### src/rtl/tt_pkg.sv
// Shared definitions for the truth-table capture block: sizes, FSM states and
// the rule mapping the FUT input pattern onto a truth-table bit index.
package tt_pkg;

  localparam int N_IN    = 7;
  localparam int TT_BITS = 128;
  localparam int CNT_W   = 8;

  localparam logic [N_IN-1:0] LAST_PATTERN = 7'h7F;

  typedef enum logic [1:0] {
    IDLE   = 2'd0,
    DRIVE  = 2'd1,
    SAMPLE = 2'd2,
    HOLD   = 2'd3
  } state_t;

  // Table bit for pattern x is simply its binary value {x6..x0}.
  function automatic logic [N_IN-1:0] tt_index(input logic [N_IN-1:0] pattern);
    return pattern;
  endfunction

endpackage

### src/rtl/truth_table_capture.sv
// Walks all 128 input patterns of a 7-input function under test, sampling its
// output into a truth table and on-set count, then holds the result for a consumer.
module truth_table_capture
  import tt_pkg::*;
#(
  parameter int SETTLE = 0
) (
  input  logic               clk,
  input  logic               rst_n,
  input  logic               start,
  output logic               busy,
  output logic [N_IN-1:0]    x,
  input  logic               f,
  output logic [TT_BITS-1:0] tt,
  output logic [CNT_W-1:0]   ones,
  output logic               tt_valid,
  input  logic               tt_ready
);

  localparam int unsigned  SETTLE_M1   = (SETTLE > 0) ? SETTLE - 1 : 0;
  localparam logic [3:0]   SETTLE_LAST = 4'(SETTLE_M1);
  localparam state_t       AFTER_DRIVE = (SETTLE == 0) ? SAMPLE : DRIVE;

  state_t               state_q, state_d;
  logic [N_IN-1:0]      x_q, x_d;
  logic [TT_BITS-1:0]   tt_q, tt_d;
  logic [CNT_W-1:0]     ones_q, ones_d;
  logic [3:0]           settle_q, settle_d;

  always_comb begin
    state_d  = state_q;
    x_d      = x_q;
    tt_d     = tt_q;
    ones_d   = ones_q;
    settle_d = settle_q;

    case (state_q)
      IDLE: begin
        if (start) begin
          x_d      = '0;
          tt_d     = '0;
          ones_d   = '0;
          settle_d = '0;
          state_d  = AFTER_DRIVE;
        end
      end

      DRIVE: begin
        if (settle_q == SETTLE_LAST) begin
          settle_d = '0;
          state_d  = SAMPLE;
        end else begin
          settle_d = settle_q + 4'd1;
        end
      end

      SAMPLE: begin
        tt_d[tt_index(x_q)] = f;
        ones_d              = ones_q + CNT_W'(f);
        if (x_q == LAST_PATTERN) begin
          state_d = HOLD;
        end else begin
          x_d     = x_q + 7'd1;
          state_d = AFTER_DRIVE;
        end
      end

      HOLD: begin
        // A ready completes the handshake; a simultaneous start is dropped.
        if (tt_ready) begin
          state_d = IDLE;
        end
      end

      default: begin
        state_d = IDLE;
      end
    endcase
  end

  always_ff @(posedge clk) begin
    if (!rst_n) begin
      state_q  <= IDLE;
      x_q      <= '0;
      tt_q     <= '0;
      ones_q   <= '0;
      settle_q <= '0;
    end else begin
      state_q  <= state_d;
      x_q      <= x_d;
      tt_q     <= tt_d;
      ones_q   <= ones_d;
      settle_q <= settle_d;
    end
  end

  assign busy     = (state_q == DRIVE) || (state_q == SAMPLE);
  assign tt_valid = (state_q == HOLD);
  assign x        = x_q;
  assign tt       = tt_q;
  assign ones     = ones_q;

endmodule

### config.mk
export PLATFORM = sky130hd
export DESIGN_NAME = truth_table_capture
export DESIGN_NICKNAME = d
export VERILOG_FILES = /design/src/rtl/tt_pkg.sv /design/src/rtl/truth_table_capture.sv
export SDC_FILE = /design/constraint.sdc
export NUM_CORES = 1
export LEC_CHECK = 0
export CAP_MARGIN = 20
export CORE_AREA = 2 2 189 135
export CTS_CLUSTER_DIAMETER = 40
export DETAILED_ROUTE_END_ITERATION = 8
export DIE_AREA = 0 0 191 137
export GPL_TIMING_DRIVEN = 0
export PLACE_DENSITY = 0.56
export SYNTH_ARGS = -nofsm -noshare
export SYNTH_HDL_FRONTEND = slang
export SYNTH_SLANG_ARGS = --single-unit
### constraint.sdc
create_clock -name clk -period 1.8 [get_ports clk]
set_input_delay 0.18 -clock clk [delete_from_list [all_inputs] [get_ports clk]]
set_output_delay 0.18 -clock clk [all_outputs]
set_load 0.03 [all_outputs]
Word level (Yosys, flattened, before mapping)
Index checks and enable logic that the tools add are counted.

cells by class
  add/subtract/negate cells = 3
  $lt $le $gt $ge = 2
  equal/unequal tests = 8
  multiplexer cells = 18
  reductions and logical operators = 10

operators with widths
  operator                                                                       number
  128-bit case mux with 2 select lines                                           1
  128-bit bitwise mux                                                            1
  128-bit two-way mux                                                            1
  8-bit case mux with 2 select lines                                             1
  7-bit two-way mux                                                              2
  7-bit case mux with 2 select lines                                             1
  8-bit by 1-bit adder with 8-bit output                                         1
  7-bit by 8-bit less-than comparator with 1-bit output (second input constant)  1
  4-bit two-way mux                                                              2
  8-bit two-way mux                                                              1
  2-bit case mux with 4 select lines                                             1
  4-bit case mux with 2 select lines                                             1
  7-bit by 1-bit adder with 7-bit output (second input constant)                 1
  1-bit demux with 7-bit select                                                  1
  7-bit == test (second input constant)                                          1
  7-bit by 1-bit >= comparator with 1-bit output (second input constant)         1
  2-bit two-way mux                                                              3
  2-bit != test (second input constant)                                          3
  3-bit AND reduction                                                            2
  4-bit by 1-bit adder with 4-bit output (second input constant)                 1
  2-bit == test (second input constant)                                          2
  4-bit zero test                                                                1
  2-bit AND reduction                                                            2
  2-bit nonzero test                                                             2
  other kinds (6)                                                                7

storage, ports and cells
  register bits after elaboration = 149
  output and inout port bits = 145
  word-level logic and storage cells = 46

Depth between registers and ports, before layout
  word-level depth = 6
  mapped depth = 8
  mapped depth without buffers = 5

Worst setup path before layout
OpenSTA, ideal clock, no wires.

  path kind = flip-flop to flip-flop
  start point = reg state_q[0]
  end point = reg ones_q[4], in the netlist ones[4]
  setup time = 0.071 ns
  arrival = 1.683 ns
  required time = 1.729 ns
  setup slack = 0.046 ns
  cell stages (with the launch flop) = 8
  path buffers = 2
  cells stage by stage = dfxtp_1 inv_1 ha_1 buf_4 mux2i_1 buf_6 or4b_1 a21oi_1

between the ends
  longest elaborated chain between the ends = 3

ends and longest elaborated chain
  what                                                                  RTL line                   text
  start, declared                                                       truth_table_capture.sv:24  state_t state_q, state_d;
  start signal, assigned                                                truth_table_capture.sv:89  state_q <= state_d;
  2-bit == test or 2-bit zero test (tied branches)                      truth_table_capture.sv:37  case (state_q)
  2-bit nonzero test (no source line) or 2-bit != test (tied branches)  -
  2-bit AND reduction (no source line)                                  -
  end signal, assigned                                                  truth_table_capture.sv:92  ones_q <= ones_d;
  end, declared                                                         truth_table_capture.sv:27  logic [CNT_W-1:0] ones_q, ones_d;

Parallel ways exist; a longest one is shown, timed or not.
A chain may end at the register's enable or synchronous reset.

Worst setup path after layout
  start point = reg x_q[3], in the netlist x[3]
  end point = out x[3]

RTL lines
  what                    RTL line                   text
  start, declared         truth_table_capture.sv:25  logic [N_IN-1:0] x_q, x_d;
  start signal, assigned  truth_table_capture.sv:84  x_q <= '0;
  start signal, assigned  truth_table_capture.sv:90  x_q <= x_d;
  end, declared           truth_table_capture.sv:12  output logic [N_IN-1:0] x,

No word-level cell between the ends.

==> impl_results.md <==
* Clk_lat worst skew at 0.43 ns
* CTS Buf Count at 17
* Max-slew headroom at roughly 61%
* Worst Skew at between 0.008 and 0.009 ns
* Largest cells by area after synthesis: dfxtp_1 41%, mux2i_1 18%, nand3_1 15%
* Clock power frac at roughly half
* # rows at 48
* Vias in the first global route at around 6400
* CTS Sinks at around 150
* Total track usage at between 10% and 20%
* Starting Density at approximately 30%
* Seq pwr share at 41.1%
* HP Class: reg -> reg
* Top cell type's share of synthesized area at 41.4%
* Drt initial violations at 517
* Critical path buffers and inverters at 1
* Fin cells at approximately 1300
* Synth unique cells at 49
* Routed WL at 25000 µm
* Die area at approximately 26000 µm²
* Max cap viols at 0
* Final nets at about 1000
* Post-synth EDFFs at 0
* Drt pass-1 iters at 5
* Cell family with most CP delay: buffers and inverters
* Hold Buf Count CTS at 0
* Async SR Flop Fraction at 0%
* CP required at around 1.6 ns
* Maximum vdd drop at 0.689 mV
* Fin crit share at roughly 100%
* Slowest CP cell: clkdlybuf4s50_1
* Sw Share at between 20% and 30%
* Vias at between 6000 and 7000
* Synth Flop Type: dfxtp_1
* Routed Antenna Nets at 0
* Gr busiest metal: met1
* Initial antenna violation count at 0
* Syn Area/Cell at 9.21 µm²
* Cells after synthesis at just under 800
* Largest net degree at the start of global routing at 20
* Max Slew Vio Count at 0
* CP max stage delay at roughly 0.74 ns
* Syn nets at about 800
* Combinational power share at 10.2%
* Met1 Usage GRT at 27.9%
* Die width at between 150 and 200 µm
* GRT Residual Overflow at 0
* Register bit total from synthesis at around 150
* Crit-path cells: clkdlybuf4s50_1
* Tmin final at 1.78 ns
* Final setup fails at 0
* Mapped Area at 7210 µm²
* Fraction of layout cells with a size suffix above 1 at 22.2%
* Area leader, netlist: dfxtp_1
* CP max FO at 5
* Ys Warns at 0
* Placed Instances at ~1300
* Wirelength per Cell at around 19 µm
* Crit. End Element: output pin
* Pwr per Cell Area at around 750 nW/µm²
* Maximum buffer depth of the clock tree at 2
* Switch Pwr at 0.00200 W
* Final hold vios at 0
* Core Area at 24300 µm²
* First-pass GRT wire length at ~37000 µm
* Sequential fraction of the synthesis area at 41.4%
* Max Freq at 563 MHz
* Most instantiated library cell after synthesis: nand3_1
* Reg clk slew, reported paths at 0.06 ns
* Worst-margin pin slew at ~0.6 ns
* Ant. Diodes at 0
* Die H at approximately 140 µm
* H-tree depth at 4
* PortBufs at about 150
* Final design utilization at 44.1%
* Via density at approximately 5.2
* Area delta synth->final at 48.7%
* DRC errors left at 0
* I/O pins at 150
* RD Place Congestion at 0.796
* Startpoint types: flip-flop
* P_leak at 4.19 nW
* Critical setup path kind: reg -> out
* Pwr Total at 0.00807 W
* CTS root buffer: clkbuf_16
* Grt met3 use at a little over 5%
* Setup TNS at 0 ns
* Crit path DAT at 1.60 ns
* M2 GR Usage at between 20% and 30%
* TritonCTS clock tree: done
* Post-synth top cells: 215 x nand3_1, 149 x dfxtp_1, 132 x mux2i_1, 52 x clkbuf_1, 43 x nor3_1
* P_int at 0.00606 W
* Post-DP HPWL at 16900 µm
* Outcome: finished, final reports clean
==> power groups by stage <==
stage / clock [W] / combinational, W / sequential [W]
floorplan: 0 / 0.000371 / 0.00340
global placement: 0 / 0.000585 / 0.00339
detailed placement: 0 / 0.000582 / 0.00339
CTS: 0.00399 / 0.000662 / 0.00331
global route: 0.00412 / 0.000879 / 0.00332
finish: 0.00393 / 0.000821 / 0.00332
==> registers in the layout, indices dropped and copies added, names as in the netlist <==
register	count
settle_q	4
x	7
tt	128
ones	8
state_q	2
==> kinds of logic after synthesis <==
logic type / Yosys count / synth area share (%)
muxes: 133 / 18.5
and+or+nand+nor: 350 / 28.5
AOI/OAI and AO/OA: 38 / 3.40
adders and majority gates: 10 / 1.74
DFF: 149 / 41.4
buffers and inverters: 103 / 6.51
==> placed cells by master, fill, tap and decap left out, drive strengths merged, types with 3 or more instances in the layout <==
| cell type | instances |
|---|---|
| a211oi | 3 |
| a21oi | 13 |
| a31oi | 4 |
| a32oi | 3 |
| and4 | 4 |
| and4b | 5 |
| and4bb | 6 |
| buf | 64 |
| bufinv | 4 |
| clkbuf | 83 |
| clkdlybuf4s50 | 142 |
| dfxtp | 149 |
| dlygate4sd2 | 4 |
| dlymetal6s2s | 3 |
| ha | 10 |
| inv | 11 |
| mux2i | 132 |
| nand2 | 16 |
| nand3 | 215 |
| nand3b | 4 |
| nand4 | 11 |
| nand4b | 4 |
| nand4bb | 6 |
| nor2 | 3 |
| nor3 | 49 |
| nor3b | 3 |
| nor4b | 4 |
| o21ai | 5 |
| o31ai | 4 |
| or4 | 4 |
| or4b | 5 |
==> layer usage <==
layer / share of wire, % / wire [µm] / vias to the layer above
met1: 51 / 12800 / 3349
met5: 0 / 0 / -
met2: 41 / 10300 / 206
li1: - / - / 3280
met4: 0.77 / 192 / 0
met3: 7.0 / 1760 / 17
==> layout make-up <==
type	count	area, µm²
Clock buffer	24	492
Clock inverter	7	143
Sequential cell	149	2990
Tap cell	325	407
Multi-Input combinational cell	531	4240
Fill cell	2349	13600
Buffer	90	617
Timing Repair Buffer	182	1800
Inverter	10	40.0
==> final timing paths <==
kind                               end  depth (start not counted)    from  slack [ns]
worst max-delay path              x[3]                          1    x[3]        0.02
worst min-delay path            tt[32]                          2  tt[32]        0.47
worst max register to register  tt[11]                          6    x[0]        0.05
worst min register to register  tt[32]                          2  tt[32]        0.47
==> through the flow <==
| stage | hold WS (ns) | worst slack (ns) | area (µm²) |
|---|---|---|---|
| finish | 0.470 | 0.0242 | 10700 |
| global route | 0.494 | -0.0470 | 10700 |
| CTS | 0.474 | -0.0204 | 10100 |
| detailed placement | 0.462 | -0.611 | 9110 |
| global placement | 0.458 | -0.626 | 9110 |
| floorplan | 0.439 | 0.0464 | 7210 |
==> timing repair <==
| item | 4_1_cts | 5_1_grt |
|---|---|---|
| cloned | 1 | 4 |
| endpoints found under the setup margin | 149 | 150 |
| gates resized for setup | 101 | 107 |
| pin swaps | 7 | 12 |
| buffers inserted | 4 | 24 |
Power figures use the tool's default switching activity.
